`src/rtl/fadd_rr_sched_if.sv`:
```
// Request/response bundle between FP engines and the shared-adder scheduler.
// master = engines + result consumer, slave = fadd_rr_sched.
interface fadd_rr_sched_if #(
    parameter int NUM_REQ = 4,
    parameter int ID_W    = 2
);
    logic [NUM_REQ-1:0]    req_valid;
    logic [32*NUM_REQ-1:0] req_a;
    logic [32*NUM_REQ-1:0] req_b;
    logic [NUM_REQ-1:0]    req_ready;
    logic                  resp_valid;
    logic                  resp_ready;
    logic [31:0]           resp_data;
    logic [ID_W-1:0]       resp_id;

    modport master (
        output req_valid, req_a, req_b, resp_ready,
        input  req_ready, resp_valid, resp_data, resp_id
    );

    modport slave (
        input  req_valid, req_a, req_b, resp_ready,
        output req_ready, resp_valid, resp_data, resp_id
    );
endinterface

```
`src/rtl/fadd_rr_sched.sv`:
```
// Round-robin share of one combinational fadd_ieee754; 2 cycles accept->resp, req_ready low when both
// stages are full and resp_ready is low. Defining FADD_SCHED_STATS_EN adds a saturating op_count port.
module fadd_ieee754 (
    input  logic [31:0] a,
    input  logic [31:0] b,
    output logic [31:0] sum
);
    logic        swap, sub, sl;
    logic [7:0]  el_raw, es_raw, el, es, dexp, lim, sh;
    logic [26:0] ml, ms, ms_sh, ms_al, mn;
    logic [27:0] raw;
    logic [4:0]  lz;
    logic [9:0]  en;
    logic        stk, rnd;
    logic [30:0] mag_r;
    logic        a_inf, b_inf, a_nan, b_nan;

    always_comb begin
        a_inf  = (a[30:23] == 8'hFF) && (a[22:0] == 23'd0);
        b_inf  = (b[30:23] == 8'hFF) && (b[22:0] == 23'd0);
        a_nan  = (a[30:23] == 8'hFF) && (a[22:0] != 23'd0);
        b_nan  = (b[30:23] == 8'hFF) && (b[22:0] != 23'd0);
        swap   = b[30:0] > a[30:0];
        sl     = swap ? b[31] : a[31];
        sub    = a[31] ^ b[31];
        el_raw = swap ? b[30:23] : a[30:23];
        es_raw = swap ? a[30:23] : b[30:23];
        el     = (el_raw == 8'd0) ? 8'd1 : el_raw;
        es     = (es_raw == 8'd0) ? 8'd1 : es_raw;
        ml     = {(el_raw != 8'd0), (swap ? b[22:0] : a[22:0]), 3'b000};
        ms     = {(es_raw != 8'd0), (swap ? a[22:0] : b[22:0]), 3'b000};
        dexp   = el - es;
        // Bits shifted past the guard/round positions collapse into the sticky bit.
        if (dexp >= 8'd27) begin
            ms_sh = '0;
            stk   = |ms;
        end else begin
            ms_sh = ms >> dexp;
            stk   = |(ms & ~(27'h7FFFFFF << dexp));
        end
        ms_al = {ms_sh[26:1], ms_sh[0] | stk};
        raw   = sub ? ({1'b0, ml} - {1'b0, ms_al}) : ({1'b0, ml} + {1'b0, ms_al});
        lz    = 5'd27;
        for (int i = 0; i < 27; i++) begin
            if (raw[i]) lz = 5'(26 - i);
        end
        // Left normalisation stops at exponent 1 so tiny results come out subnormal.
        lim = el - 8'd1;
        sh  = ({3'b000, lz} > lim) ? lim : {3'b000, lz};
        if (raw[27]) begin
            mn = {raw[27:2], raw[1] | raw[0]};
            en = {2'b00, el} + 10'd1;
        end else begin
            mn = raw[26:0] << sh;
            en = {2'b00, el} - {2'b00, sh};
        end
        rnd   = mn[2] & (mn[1] | mn[0] | mn[3]);
        // Rounding carry ripples from the fraction into the exponent field.
        mag_r = {(mn[26] ? en[7:0] : 8'd0), mn[25:3]} + {30'd0, rnd};
        if (a_nan || b_nan || (a_inf && b_inf && sub)) begin
            sum = 32'h7FC00000;
        end else if (a_inf) begin
            sum = a;
        end else if (b_inf) begin
            sum = b;
        end else if (raw == 28'd0) begin
            sum = {(sub ? 1'b0 : sl), 31'd0};
        end else if (en >= 10'd255) begin
            sum = {sl, 8'hFF, 23'd0};
        end else begin
            sum = {sl, mag_r};
        end
    end
endmodule

module fadd_rr_sched #(
    parameter int NUM_REQ = 4,
    parameter int ID_W    = 2
) (
    input  logic clk,
    input  logic rst,
    fadd_rr_sched_if.slave bus
`ifdef FADD_SCHED_STATS_EN
    ,
    output logic [15:0] op_count
`endif
);
    typedef struct packed {
        logic [31:0]     a;
        logic [31:0]     b;
        logic [ID_W-1:0] id;
    } s1_t;

    typedef struct packed {
        logic [31:0]     sum;
        logic [ID_W-1:0] id;
    } s2_t;

    s1_t                s1;
    s2_t                s2;
    logic               s1_v, s2_v;
    logic [ID_W-1:0]    rr_last;
    logic               s2_adv, s1_adv, s1_free, accept, found;
    logic [NUM_REQ-1:0] grant;
    logic [ID_W-1:0]    gnt_id;
    logic [31:0]        sel_a, sel_b, add_sum;
    int                 idx;

    assign s2_adv  = !s2_v || bus.resp_ready;
    assign s1_adv  = s1_v && s2_adv;
    assign s1_free = !s1_v || s1_adv;

    // Scan starts just after the last winner; operands only steer the data path.
    always_comb begin
        grant  = '0;
        found  = 1'b0;
        gnt_id = '0;
        sel_a  = '0;
        sel_b  = '0;
        idx    = 0;
        for (int k = 1; k <= NUM_REQ; k++) begin
            idx = int'(rr_last) + k;
            if (idx >= NUM_REQ) idx = idx - NUM_REQ;
            if (!found && bus.req_valid[idx]) begin
                found      = 1'b1;
                grant[idx] = 1'b1;
                gnt_id     = ID_W'(idx);
                sel_a      = bus.req_a[32*idx +: 32];
                sel_b      = bus.req_b[32*idx +: 32];
            end
        end
    end

    assign bus.req_ready  = s1_free ? grant : '0;
    assign accept         = s1_free && found;
    assign bus.resp_valid = s2_v;
    assign bus.resp_data  = s2.sum;
    assign bus.resp_id    = s2.id;

    fadd_ieee754 u_fadd (
        .a   (s1.a),
        .b   (s1.b),
        .sum (add_sum)
    );

    always_ff @(posedge clk) begin
        if (rst) begin
            s1      <= '0;
            s2      <= '0;
            s1_v    <= 1'b0;
            s2_v    <= 1'b0;
            rr_last <= ID_W'(NUM_REQ - 1);
        end else begin
            if (accept) begin
                s1      <= {sel_a, sel_b, gnt_id};
                s1_v    <= 1'b1;
                rr_last <= gnt_id;
            end else if (s1_adv) begin
                s1_v <= 1'b0;
            end
            if (s1_adv) begin
                s2   <= {add_sum, s1.id};
                s2_v <= 1'b1;
            end else if (s2_adv) begin
                s2_v <= 1'b0;
            end
        end
    end

`ifdef FADD_SCHED_STATS_EN
    always_ff @(posedge clk) begin
        if (rst) begin
            op_count <= 16'd0;
        end else if (accept && (op_count != 16'hFFFF)) begin
            op_count <= op_count + 16'd1;
        end
    end
`endif
endmodule

```
`src/flat_wrapper.sv`:
```
// flat-port wrapper written by rule: the top's interface ports become plain ports
module fadd_rr_sched_flat 
#(
    parameter int NUM_REQ = 4,
    parameter int ID_W    = 2
)
  (clk, rst, bus_req_valid, bus_req_a, bus_req_b, bus_resp_ready, bus_req_ready, bus_resp_valid, bus_resp_data, bus_resp_id);
  fadd_rr_sched_if #(.NUM_REQ(NUM_REQ), .ID_W(ID_W)) bus_i ();
  input  logic clk;
  input  logic rst;
  input wire logic [$bits(bus_i.req_valid)-1:0] bus_req_valid;
  input wire logic [$bits(bus_i.req_a)-1:0] bus_req_a;
  input wire logic [$bits(bus_i.req_b)-1:0] bus_req_b;
  input wire logic [$bits(bus_i.resp_ready)-1:0] bus_resp_ready;
  output wire logic [$bits(bus_i.req_ready)-1:0] bus_req_ready;
  output wire logic [$bits(bus_i.resp_valid)-1:0] bus_resp_valid;
  output wire logic [$bits(bus_i.resp_data)-1:0] bus_resp_data;
  output wire logic [$bits(bus_i.resp_id)-1:0] bus_resp_id;
  assign bus_i.req_valid = bus_req_valid;
  assign bus_i.req_a = bus_req_a;
  assign bus_i.req_b = bus_req_b;
  assign bus_i.resp_ready = bus_resp_ready;
  assign bus_req_ready = bus_i.req_ready;
  assign bus_resp_valid = bus_i.resp_valid;
  assign bus_resp_data = bus_i.resp_data;
  assign bus_resp_id = bus_i.resp_id;
  fadd_rr_sched #(.NUM_REQ(NUM_REQ), .ID_W(ID_W)) u_core (.clk(clk), .rst(rst), .bus(bus_i));
endmodule
```
`config.mk`:
```
export PLATFORM = sky130hd
export DESIGN_NAME = fadd_rr_sched_flat
export DESIGN_NICKNAME = d
export VERILOG_FILES = /design/src/rtl/fadd_rr_sched_if.sv /design/src/rtl/fadd_rr_sched.sv /design/src/flat_wrapper.sv
export SDC_FILE = /design/constraint.sdc
export NUM_CORES = 1
export LEC_CHECK = 0
export BUFFER_PORTS_ARGS = -buffer_cell sky130_fd_sc_hd__buf_2
export CAP_MARGIN = 30
export CORE_MARGIN = 8
export CORE_UTILIZATION = 45
export DETAILED_ROUTE_END_ITERATION = 12
export PLACE_DENSITY = 0.66
export SLEW_MARGIN = 20
export SYNTH_ARGS = -nofsm -noshare
export SYNTH_HDL_FRONTEND = slang
export SYNTH_SLANG_ARGS = --single-unit
```
`constraint.sdc`:
```
create_clock -name clk -period 17.8 [get_ports clk]
set_input_delay 4.45 -clock clk [delete_from_list [all_inputs] [get_ports clk]]
set_output_delay 4.45 -clock clk [all_outputs]
set_load 0.01 [all_outputs]
```
## After elaboration in Yosys (flattened, before gate mapping)

Index checks and enable logic that the tools add are counted.

- Shift operators: 11
- Equal/unequal tests: 2
- $add $sub $neg: 15
- Reductions and logical operators: 37
- Multiplexer cells: 96
- Bitwise logic cells: 11
- $lt $le $gt $ge: 16

Operators with widths:

| operator | number |
|---|---|
| variable part select 128 x 32 -> 32 bit | 8 |
| 2-to-1 mux 32 bit | 16 |
| 2-to-1 mux 5 bit | 26 |
| greater-or-equal comparator 32 x 1 -> 1 bit (second input constant) | 4 |
| greater-or-equal comparator 32 x 4 -> 1 bit (second input constant) | 4 |
| < comparator 32 x 4 -> 1 bit (second input constant) | 4 |
| subtractor 32 x 4 -> 32 bit (second input constant) | 4 |
| 2-to-1 mux 27 bit | 2 |
| 2-to-1 mux 8 bit | 6 |
| logical NOT 23 bit | 2 |
| 2-to-1 mux 23 bit | 2 |
| nonzero test 23 bit | 2 |
| adder 31 x 1 -> 31 bit | 1 |
| greater-than comparator 31 bit | 1 |
| 2-to-1 mux 31 bit | 1 |
| adder 27 x 27 -> 28 bit | 1 |
| logical NOT 28 bit | 1 |
| 2-to-1 mux 28 bit | 1 |
| subtractor 27 x 27 -> 28 bit | 1 |
| AND 27 bit | 1 |
| inverter 27 bit | 1 |
| OR reduction 27 bit | 1 |
| left shift 27 x 8 -> 27 bit | 1 |
| left shift 27 x 8 -> 27 bit (first input constant) | 1 |
| other kinds (29) | 96 |

- Register bits: 104

## Logic depth before layout (Yosys ltp)

Gate-level depths: netlist of the first run.

- Depth in word-level cells: 53
- Depth in mapped cells: 84

## Modules after synthesis

A second synthesis of the first run with hierarchy kept.

- Cell total of the unflattened synthesis: 3240
- Area, all modules: 24024.3 µm²

By module, submodules not included:

| module | cells each | seq. area each (µm²) | times used | area an instance (µm²) |
|---|---|---|---|---|
| fadd_ieee754 | 2051 | 0.0 | 1 | 13050.0 |
| fadd_rr_sched | 1189 | 2082.0 | 1 | 10974.3 |

## Worst setup path before layout of the first run

No wires, ideal clock.

- Kind: register to register
- From: reg u_core.s1[60] (netlist bit)
- To: reg u_core.s2 (netlist bit u_core.bus.resp_data[0])
- Buffers on the path: 20
- Setup slack: 2595 ps
- Arrival: 15077 ps
- Stages on the path, launching flop included: 75
- Data required time: 17673 ps
- Cells stage by stage: dfxtp_1 > buf_2 > clkinv_1 > ha_1 > nand4_1 > nor4_1 > nand2_1 > o31a_1 > nor2_2 > buf_6 > buf_2 > buf_1 > buf_1 > clkbuf_1 > buf_1 > a31oi_1 > ha_1 > fa_1 > [... 39 more ...] > buf_6 > buf_2 > ha_1 > inv_1 > fa_1 > a21o_1 > nand2_1 > a311oi_1 > o21ai_0 > and3_1 > o31a_1 > nor4b_1 > a221oi_1 > nand3_1 > nor2_1 > clkbuf_1 > a32oi_1 > nor2_1

- Longest elaborated chain between the ends: 53
- Elaborated cells on any way between the ends: 79
- Those cells by class: add/sub (7); order compare (4); eq/ne (1); shift (3); mux (44); bitwise (7); reduce/logical (13)

RTL lines:

| element | RTL line | RTL |
|---|---|---|
| start, declared | fadd_rr_sched.sv:99 | `s1_t s1;` |
| start signal, assigned | fadd_rr_sched.sv:155 | `s1 <= {sel_a, sel_b, gnt_id};` |
| greater-than comparator 31 bit | fadd_rr_sched.sv:23 | `swap = b[30:0] > a[30:0];` |
| 2-to-1 mux 8 bit (on tied branches) | fadd_rr_sched.sv:26, fadd_rr_sched.sv:27 |  |
| logical NOT 8 bit (on tied branches) | fadd_rr_sched.sv:28, fadd_rr_sched.sv:29 |  |
| 2-to-1 mux 8 bit (on tied branches) | fadd_rr_sched.sv:28, fadd_rr_sched.sv:29 |  |
| subtractor 8 bit | fadd_rr_sched.sv:32 | `dexp = el - es;` |
| left shift 27 x 8 -> 27 bit | fadd_rr_sched.sv:39 | `stk = \|(ms & ~(27'h7FFFFFF << dexp));` |
| inverter 27 bit | fadd_rr_sched.sv:39 |  |
| AND 27 bit | fadd_rr_sched.sv:39 |  |
| [... 36 more ...] | - |  |
| OR 1 bit (2 in series) | fadd_rr_sched.sv:57 | `rnd = mn[2] & (mn[1] \| mn[0] \| mn[3]);` |
| AND 1 bit | fadd_rr_sched.sv:57 |  |
| adder 31 x 1 -> 31 bit | fadd_rr_sched.sv:59 | `mag_r = {(mn[26] ? en[7:0] : 8'd0), mn[25:3]} + {30'd0, rnd};` |
| 2-to-1 mux 31 bit | fadd_rr_sched.sv:68 | `end else if (en >= 10'd255) begin` |
| 2-to-1 mux 32 bit | fadd_rr_sched.sv:66 | `end else if (raw == 28'd0) begin` |
| 2-to-1 mux 32 bit | fadd_rr_sched.sv:64 | `end else if (b_inf) begin` |
| 2-to-1 mux 32 bit | fadd_rr_sched.sv:62 | `end else if (a_inf) begin` |
| 2-to-1 mux 32 bit * | fadd_rr_sched.sv:60 | `if (a_nan \|\| b_nan \|\| (a_inf && b_inf && sub)) begin` |
| end signal, assigned | fadd_rr_sched.sv:162 | `s2 <= {add_sum, s1.id};` |
| end, declared | fadd_rr_sched.sv:100 | `s2_t s2;` |

Mark *: on every way between the ends. The rest lies on a longest branch, timed or not.
A chain may end at the register's enable or synchronous reset.

## Final worst setup path of the first run

- From: reg u_core.s1[60] (netlist bit)
- To: reg u_core.s2 (netlist bit u_core.bus.resp_data[12])

The elaborated chain is that of the path after synthesis.

==> results.md, run 1 <==
- Yosys printed 0 warnings.
- The per-instance average area after synthesis is 7.93 um^2.
- The post-synthesis adder-cell area fraction is 6.08%.
- For this configuration, the core starts out at a cell density of 45.2%.
- The fraction of layout instances using a drive strength above 1 is 25.3%.
- The simple-gate portion of the synthesized area is 18.9%.
- STA classifies the critical path startpoint as a register.
- Dividing the detail-routed wire length by the instance count gives 25.8 um.
- Entering global routing, the biggest net connects 158 pins.
- Counting instances in the post-synthesis netlist gives the leading cell types as sky130_fd_sc_hd__nand2_1 (285), sky130_fd_sc_hd__nor2_1 (232), sky130_fd_sc_hd__a21oi_1 (218).
- For this run, the register share of the synthesized area comes to 8.81%.
- The endpoint class of the critical path is a register.
- The largest family of logic cells by synthesized area is compound AO/OA/AOI/OAI gates.
- The first global-routing pass estimated 152000 um of wire.
- The final number of hold-violating endpoints came to 0.
- The kind of path behind the tightest hold check is register to register.
- The area of the mapped netlist is 23600 um^2.
- The sink count of the clock tree is 104.
- The compound-gate portion of the synthesized area is 29.1%.
- For the worst flop-to-flop path, the logic depth is 62.
- The flow ran to the end, and the final reports show no timing, DRC or antenna violations.
- For hold timing, the worst endpoint is u_core.bus.resp_id[1]$_SDFFE_PP0P_.
- In the post-synthesis netlist, the cell with the most instances is sky130_fd_sc_hd__nand2_1.
- The horizontal die dimension is 245 um.
- The post-synthesis register bit count is 104.
- The total area inside the core boundary comes to 52200 um^2.
- Timing would allow up to 60.0 MHz.
- The number of nets still failing antenna checks after routing is 0.
- Adding up every negative setup slack in the final design gives 0 ns.
- Of all nets on the critical path, the largest fanout is 41.
- The endpoint identified for the worst register-to-register timing path is u_core.bus.resp_data[12]$_SDFFE_PP0P_.
- In this run the most critical hold path is launched from u_core.bus.resp_id[1]$_SDFFE_PP0P_.
- After floorplanning, the core was divided into 84 placement rows.
- The beginning of the worst register-to-register path is u_core.s1[60]$_SDFFE_PP0P_.
- Tracing the worst setup path back leads to its startpoint at u_core.s1[60]$_SDFFE_PP0P_.
- The total overflow left after global routing is 0.
- In this run the register-to-register setup slack is 1.13 ns.
- The minimum clock period after layout is 16.67 ns.
- The number of different library cells used by synthesis comes to 118.
- From synthesis to final layout, the design area changed by 10.3%.
- The clock-pin slew reported for the worst setup and hold paths after clock tree synthesis is 0.08 ns.
- The initial antenna violation count was 6.
- The area of the die is 60100 um^2.
- The worst hold path depth is 2.
- At the end of the flow, the number of nets in the layout was 3509.
- Detailed routing inserted a total of 26500 vias.
- The detailed router finished its first iteration with 2956 violations.
- In the routed layout, each cell is associated on average with a via count of 6.92.
- The measured slew at the worst slew-check pin is 1.07 ns.
- The summed area of non-filler cells in the final layout is 26100 um^2.
- Clock skew on the completed layout was measured at 0.0172 ns.
- For this run, design rule violations remaining after detail routing come to 0.
- The number of global-route vias before repair is 25500.
- Routability-driven placement finished with a final weighted congestion of 1.04.
- After Yosys synthesis, XOR and XNOR cells account for 2.15% of the synthesized area.
- The placed instances occupy a cell area of 25700 um^2.
- The buffer count from post-CTS setup fixing is 0.
- The reported max-cap violation count is 0.
- Synthesis produced a netlist whose cell count is 2979.
- TritonCTS created 9 clock buffers.
- The number of max-slew violations in the final report is 0.
- The total routed wirelength is 98800 um.
- For this run, the leading register cell type out of synthesis is sky130_fd_sc_hd__dfxtp_1.
- Clock latency on the worst-skew pair, taken at its later pin, is 0.38 ns.
- The largest incremental delay on the critical path is 0.81 ns.
- Clock tree synthesis selected as its root buffer the cell sky130_fd_sc_hd__clkbuf_16.
- The top cell type by total area after synthesis is sky130_fd_sc_hd__mux4_2.
- For this run, the detailed router's first-pass iteration total came to 6.
- The cell with the largest stage delay on the worst path is sky130_fd_sc_hd__ha_2.
- The floorplan step set the die height to 245 um.
- Setup violations remaining at the end of the flow were counted as 0.
- At the worst endpoint, the required time is 18.07 ns.
- The synthesized design devotes to its leading area cell type 15.4% of total area.
- For the worst setup path, the data arrival time is 16.94 ns.
- The overall track demand over capacity in global routing is 31.4%.
- The fraction of registers with async set/reset is 0%.
- Across all hold checks on the routed design, the worst slack comes to 0.452 ns.
- The HPWL after detailed placement is 77500 um.
- Buffers placed on the I/O ports in this run total 301.
- For this design, the CTS-stage hold fixing added 0 buffers.
- The tightest slew margin relative to the limit is 28.6%.
- Multiplexer cells account for 28.7% of the synthesized area.
- Setup repair after global routing left no endpoint under its margin.
- The CTS H-tree depth is 3.
- In this run the count of I/O pins placed on the die edge is 302.
- No sink is reached through more buffers than the 2 on the longest clock path.
- The number of enable flip-flop cells after synthesis is 0.
- Dividing the final minimum period by the clock period gives 93.7%.
- TritonCTS built the clock tree.
- After synthesis, the cell types taking the most area are sky130_fd_sc_hd__mux4_2 (15%), sky130_fd_sc_hd__dfxtp_1 (8.8%), sky130_fd_sc_hd__mux2_2 (6.6%), sky130_fd_sc_hd__mux2i_1 (6.6%), sky130_fd_sc_hd__ha_1 (5.8%).
- The type of the worst setup path is register to register.
-- sequential cells by signal (all words and copies together), names as in the netlist --
signal,flops
u_core.bus.resp_id,2
u_core.rr_last,2
u_core.bus.resp_data,32
u_core.bus.resp_valid,1
u_core.s1,66
u_core.s1_v,1
-- area by class of cell --
type	instances	area [um^2]
well taps	688	861
inverters	126	475
flip-flops and latches	104	2090
multi-input cells	2515	20200
diodes	4	10.0
repair buffers	377	2130
clock buffers	9	225
fillers	4977	26200
clock inverters	7	88.8
-- worst max-delay path: cells and delay by family (launching register included) --
kind / cells / cell delay (ns)
flops: 1 / 0.52
simple gates: 21 / 4.94
fa+ha+maj: 5 / 2.15
buf+inv: 8 / 1.51
compound gates: 26 / 6.37
mux: 2 / 1.07
-- worst max-delay path by stage --
| stage | end | slack [ns] | cells past startpoint |
|---|---|---|---|
| after floorplan | u_core.bus.resp_data[0]$_SDFFE_PP0P_ | 2.60 | 74 |
| after global placement | u_core.bus.resp_data[11]$_SDFFE_PP0P_ | 1.45 | 61 |
| after detailed placement | u_core.bus.resp_data[12]$_SDFFE_PP0P_ | 1.21 | 61 |
| after CTS | u_core.bus.resp_data[12]$_SDFFE_PP0P_ | 1.14 | 61 |
| after global routing | u_core.bus.resp_data[14]$_SDFFE_PP0P_ | 0.007 | 62 |
| final | u_core.bus.resp_data[12]$_SDFFE_PP0P_ | 1.13 | 62 |
-- cell usage in the layout, fill, tap and decap left out, drive strengths merged, types with 13 or more instances in the layout --
cell type	instances
xnor2	41
dfxtp	104
mux2	138
nand3	75
o21a	48
or2	20
nor3	85
a21o	35
o21ai	184
nand2	286
a221oi	51
o31ai	19
o2111ai	39
ha	110
nor2b	16
nor2	236
a211oi	29
buf	376
nand4	25
and2	18
nand2b	25
o211a	33
and3	18
o311ai	13
xor2	17
mux2i	155
inv	126
o211ai	42
o22ai	16
mux4	163
a21oi	225
or3	24
a22oi	84
nor4	23
a31oi	27
-- cell families after synthesis --
group,count (synthesis)
adders and majority gates,113
AOI/OAI and AO/OA,978
muxes,456
DFF,104
other,1
xor gates and xnor gates,58
buffers and inverters,361
and+or+nand+nor,908
-- repair_timing --
action	4_1_cts	5_1_grt
setup endpoints to repair	0	18
hold endpoints to repair	0	0
gates resized for setup	0	3
-- per-stage QoR --
stage          worst slack, ns  cells  util [%]
5_1_grt                0.00722   3830      49.9
6_report                  1.13   3830      49.9
3_5_place_dp              1.21   3805      49.1
3_3_place_gp              1.45   3804      49.1
4_1_cts                   1.14   3821      49.7
2_1_floorplan             2.60   2980         -
-- per-layer routing --
metal | vias up | wire length, um | share of wire, % | global-route usage (%)
met2 | 1509 | 45400 | 46 | 50.8
met5 | - | 0 | 0 | 0
li1 | 11900 | - | - | -
met3 | 203 | 8010 | 8.1 | 4.10
met1 | 12900 | 42100 | 43 | 42.8
met4 | 0 | 3320 | 3.4 | 10.3
Power of run 1 is not shown: default switching activity piles up to over one toggle a cycle in this logic, so the estimate is an artifact.
==> run 2: changes to the inputs <==
--- a/config.mk
+++ b/config.mk
@@ -5,10 +5,12 @@
 export SDC_FILE = /design/constraint.sdc
 export NUM_CORES = 1
 export LEC_CHECK = 0
+export ABC_AREA = 1
 export BUFFER_PORTS_ARGS = -buffer_cell sky130_fd_sc_hd__buf_2
 export CAP_MARGIN = 30
 export CORE_MARGIN = 8
 export CORE_UTILIZATION = 45
+export CTS_CLUSTER_DIAMETER = 30
 export DETAILED_ROUTE_END_ITERATION = 12
 export PLACE_DENSITY = 0.66
 export SLEW_MARGIN = 20
==> run 2 against run 1 <==
Effect of this change: die area down 8.4%; critical path type unchanged; highest routed layer is now met5; design area decreased by 10%; critical path depth up 30; core utilization shrank 0.58 points; clock skew is essentially flat; critical endpoint is now u_core.bus.resp_data[0]$_SDFFE_PP0P_; wire length is 18% lower.
==> results.md, run 2 <==
- The area of the mapped netlist came to 21500 um^2 (-9.0%).
- The worst hold path startpoint is u_core.s1[0]$_SDFFE_PP0P_.
- The final number of hold-violating endpoints is 0 (unchanged).
- The number of nets still failing antenna checks after routing is 0 (unchanged).
- The overall track demand over capacity in global routing is 28.5% (-2.8 points).
- In this run the critical register-to-register path is launched from u_core.s1[64]$_SDFFE_PP0P_.
- The met3 wirelength from detailed routing was 6250 um (-22%).
- The fmax is 70.0 MHz (+17%).
- Among all cell types in the netlist, the one instantiated most often is sky130_fd_sc_hd__nand2_1.
- The count of instances resized after the clock tree is built is 0 (unchanged).
- The clock-pin slew reported for the worst setup and hold paths after clock tree synthesis was 0.07 ns (about the same).
- The most common cell after layout, fill and taps aside is sky130_fd_sc_hd__nand2_1.
- The measured slew at the worst slew-check pin is 0.981 ns (-0.0907 ns).
- The count of synthesis-stage warnings from yosys is 0 (unchanged).
- The amount of wire on met2 after detailed routing is 36700 um (-19%).
- The largest incremental delay on the critical path is 0.64 ns (-0.17 ns).
- The share of the cycle needed by the critical path after routing is 80.3% (-13 points).
- The kind of cell adding the most delay to the critical path is simple AND/OR/NAND/NOR gates.
- The tightest slew margin relative to the limit came to 33.9% (+5.4 points).
- The post-detailed-placement cell area was 23000 um^2 (-10%).
- The total routed wirelength is 81400 um (-18%).
- The number of distinct standard cells referenced by the synthesized netlist was 69 (-42%).
- The sequential cell area fraction in the yosys report was 9.68% (+0.87 points).
- Leaving out fill and tap cells, the most frequent cells in the layout are sky130_fd_sc_hd__nand2_1 (894), sky130_fd_sc_hd__nand3_1 (391), sky130_fd_sc_hd__inv_1 (360).
- Setup repair after global routing left no endpoint under its margin.
- The total negative slack is 0 ns (unchanged).
- The initial antenna violation count came to 7 (+1).
- STA classifies the critical path startpoint as a register.
- The summed area of non-filler cells in the final layout is 23400 um^2 (-10%).
- The arrival time at the worst endpoint is 14.59 ns (-2.35 ns).
- The required time at the worst-slack endpoint was 18.10 ns (+0.03 ns).
- The main flop type after synthesis is sky130_fd_sc_hd__dfxtp_1.
- In the post-synthesis netlist, the biggest area contributors are sky130_fd_sc_hd__nand2_1 (16%), sky130_fd_sc_hd__mux2i_1 (11%), sky130_fd_sc_hd__dfxtp_1 (9.7%), sky130_fd_sc_hd__nand3_1 (9.1%), sky130_fd_sc_hd__o21ai_0 (7.3%).
- The initial DRC count is 2681 (-9.3%).
- The met1 layer wirelength in the final routing was 36000 um (-15%).
- The largest individual stage delay along the critical path comes from the cell sky130_fd_sc_hd__o21ai_1.
- The remaining routing DRC violations came to 0 (unchanged).
- The endpoint class of the critical path is a register.
- The worst clock skew is 0.0172 ns (-0.0000366 ns).
- The type of the worst setup path is register to register.
- The fraction of layout instances using a drive strength above 1 is 13.1% (-12 points).
- The maximum clock path buffer count is 2 (unchanged).
- The synthesized netlist cell count is 3680 (+24%).
- The setup slack on the worst flop-to-flop path is 3.51 ns (+2.38 ns).
- The reported max-cap violation count is 0 (unchanged).
- The per-instance average area after synthesis is 5.84 um^2 (-26%).
- The via count normalized by instance count came to 5.95 (-14%).
- The total core area came to 47400 um^2 (-9.2%).
- The buffer count from post-CTS setup fixing is 0 (unchanged).
- The horizontal die dimension was 235 um (-4.3%).
- The estimated wirelength of the detail-placed design is 63900 um (-18%).
- The min-delay analysis places its worst path in the category register to register.
- The minimum clock period after layout was 14.29 ns (-2.38 ns).
- The sink count of the clock tree is 104 (unchanged).
- The area of the die is 55000 um^2 (-8.4%).
- Tracing the worst setup path back leads to its startpoint at u_core.s1[64]$_SDFFE_PP0P_.
- The number of rows created at floorplan was 80 (-4.8%).
- The global placer's final weighted congestion was 0.984 (-5.3%).
- The fraction of registers with async set/reset was 0% (unchanged).
- The flip-flop count of the largest register after layout is 66 (unchanged).
- The number of enable flip-flop cells after synthesis is 0 (unchanged).
- The highest fanout seen on the critical path is 35 (-15%).
- The number of nets in the finished design was 4159 (+19%).
- The worst slack on hold paths is 0.466 ns (+0.0144 ns).
- The top cell type by total area after synthesis is sky130_fd_sc_hd__nand2_1.
- The run finished with clean final reports.
- The post-synthesis register bit count is 104 (unchanged).
- The share of Yosys cell area claimed by the top area cell type is 15.6% (+0.20 points).
- The final-layout fill cell count is 5183 (+4.1%).
- The total via count in the routed design came to 26200 (-1.1%).
- The pin count of the biggest net entering global routing was 149 (-5.7%).
- The count of hold buffers inserted by post-cts repair was 0 (unchanged).
- The average wire per cell in the routed design is 18.5 um (-28%).
- The vertical extent of the die is 235 um (-4.3%).
- The register with the most flip-flops is u_core.s1.
- The buffers plus inverters on the worst setup path is 10 (+2).
- From synthesis to final layout, the design area changed by 8.76%.
- The wire length of the first global-routing pass is 128000 um (-16%).
- The top routing layer in use is met5.
- The number of input and output port buffers inserted came to 301 (unchanged).
- The clock tree root driver cell is sky130_fd_sc_hd__clkbuf_16.
- In the synthesized netlist, the cells that appear most often are sky130_fd_sc_hd__nand2_1 (896), sky130_fd_sc_hd__nand3_1 (391), sky130_fd_sc_hd__inv_1 (362).
- The effective utilization at floorplan is 45.3% (+0.086 points).
- The final core area utilization came to 49.3% (-0.58 points).
- The CTS H-tree depth is 3 (unchanged).
- The total CTS buffers is 9 (unchanged).
- The leftover overflow at the end of global routing is 0 (unchanged).
- The number of max-slew violations in the final report is 0 (unchanged).
- The number of top-level design ports is 302 (unchanged).
- The most numerous cell type found on the critical path is sky130_fd_sc_hd__nand2_1.
- The source-to-sink clock delay at the later pin of the worst-skew pair came to 0.37 ns (about the same).
- The number of global-route vias before repair is 23700 (-7.1%).
- TritonCTS built the clock tree.
- The number of setup violations in the final report is 0 (unchanged).
- The length of the first detailed-routing pass in iterations is 9 (+3).
## run 2: cell types whose count changed after synthesis, sizes merged, moves of 78 or more
cell / change
nand2: +644
nand3: +328
inv: +267
o21ai: +165
mux4: -163
mux2: -138
nand4: +100
a21oi: -89
a22oi: -78
## run 2: cell type report
type,count,area (um^2),share of cell area [%]
Multi-Input combinational cell,2939,16900,72.4
Sequential cell,104,2090,8.92
Timing Repair Buffer,336,1820,7.79
Inverter,393,1480,6.34
Tap cell,615,769,3.29
Clock buffer,13,250,1.07
Clock inverter,3,25.0,0.107
Antenna cell,4,10.0,0.0428
## run 2: path summary, 6_finish.rpt
check	to	depth (start not counted)
worst min-delay path	u_core.s1[0]$_SDFFE_PP0P_	2
worst min register to register	u_core.s1[0]$_SDFFE_PP0P_	2
worst max register to register	u_core.bus.resp_data[0]$_SDFFE_PP0P_	92
worst max-delay path	u_core.bus.resp_data[0]$_SDFFE_PP0P_	92
## run 2: per-stage QoR
stage | cells | setup WS (ns)
6_report | 4407 | 3.51
5_1_grt | 4407 | 1.87
4_1_cts | 4399 | 2.90
3_5_place_dp | 4383 | 2.98
3_3_place_gp | 4383 | 3.13
2_1_floorplan | 3681 | 5.44
## run 2: layer usage
layer | global-route usage, % | up-vias
met5 | 0 | -
met4 | 9.07 | 2
li1 | - | 12900
met2 | 46.8 | 1200
met3 | 4.17 | 158
met1 | 38.2 | 11900
## run 2: kinds of logic after synthesis
| logic type | Yosys count | share of synthesized area [%] |
|---|---|---|
| flops | 104 | 9.68 |
| compound gates | 801 | 22.5 |
| buf+inv | 638 | 11.8 |
| simple gates | 1746 | 36.4 |
| mux | 232 | 10.8 |
| fa+ha+maj | 113 | 6.68 |
| xor+xnor | 45 | 2.11 |
| other cells | 1 | 0.0174 |
## run 2: worst reg2reg max path: cells and delay by family (launching register included)
family                     cells  cell delay [ns]
AOI/OAI and AO/OA             18             4.10
xor gates and xnor gates       2             0.45
adders and majority gates      5             1.58
buffers and inverters         10             1.56
DFF                            1             0.36
and+or+nand+nor               57             6.19
Power of run 2 is left out for the same reason.
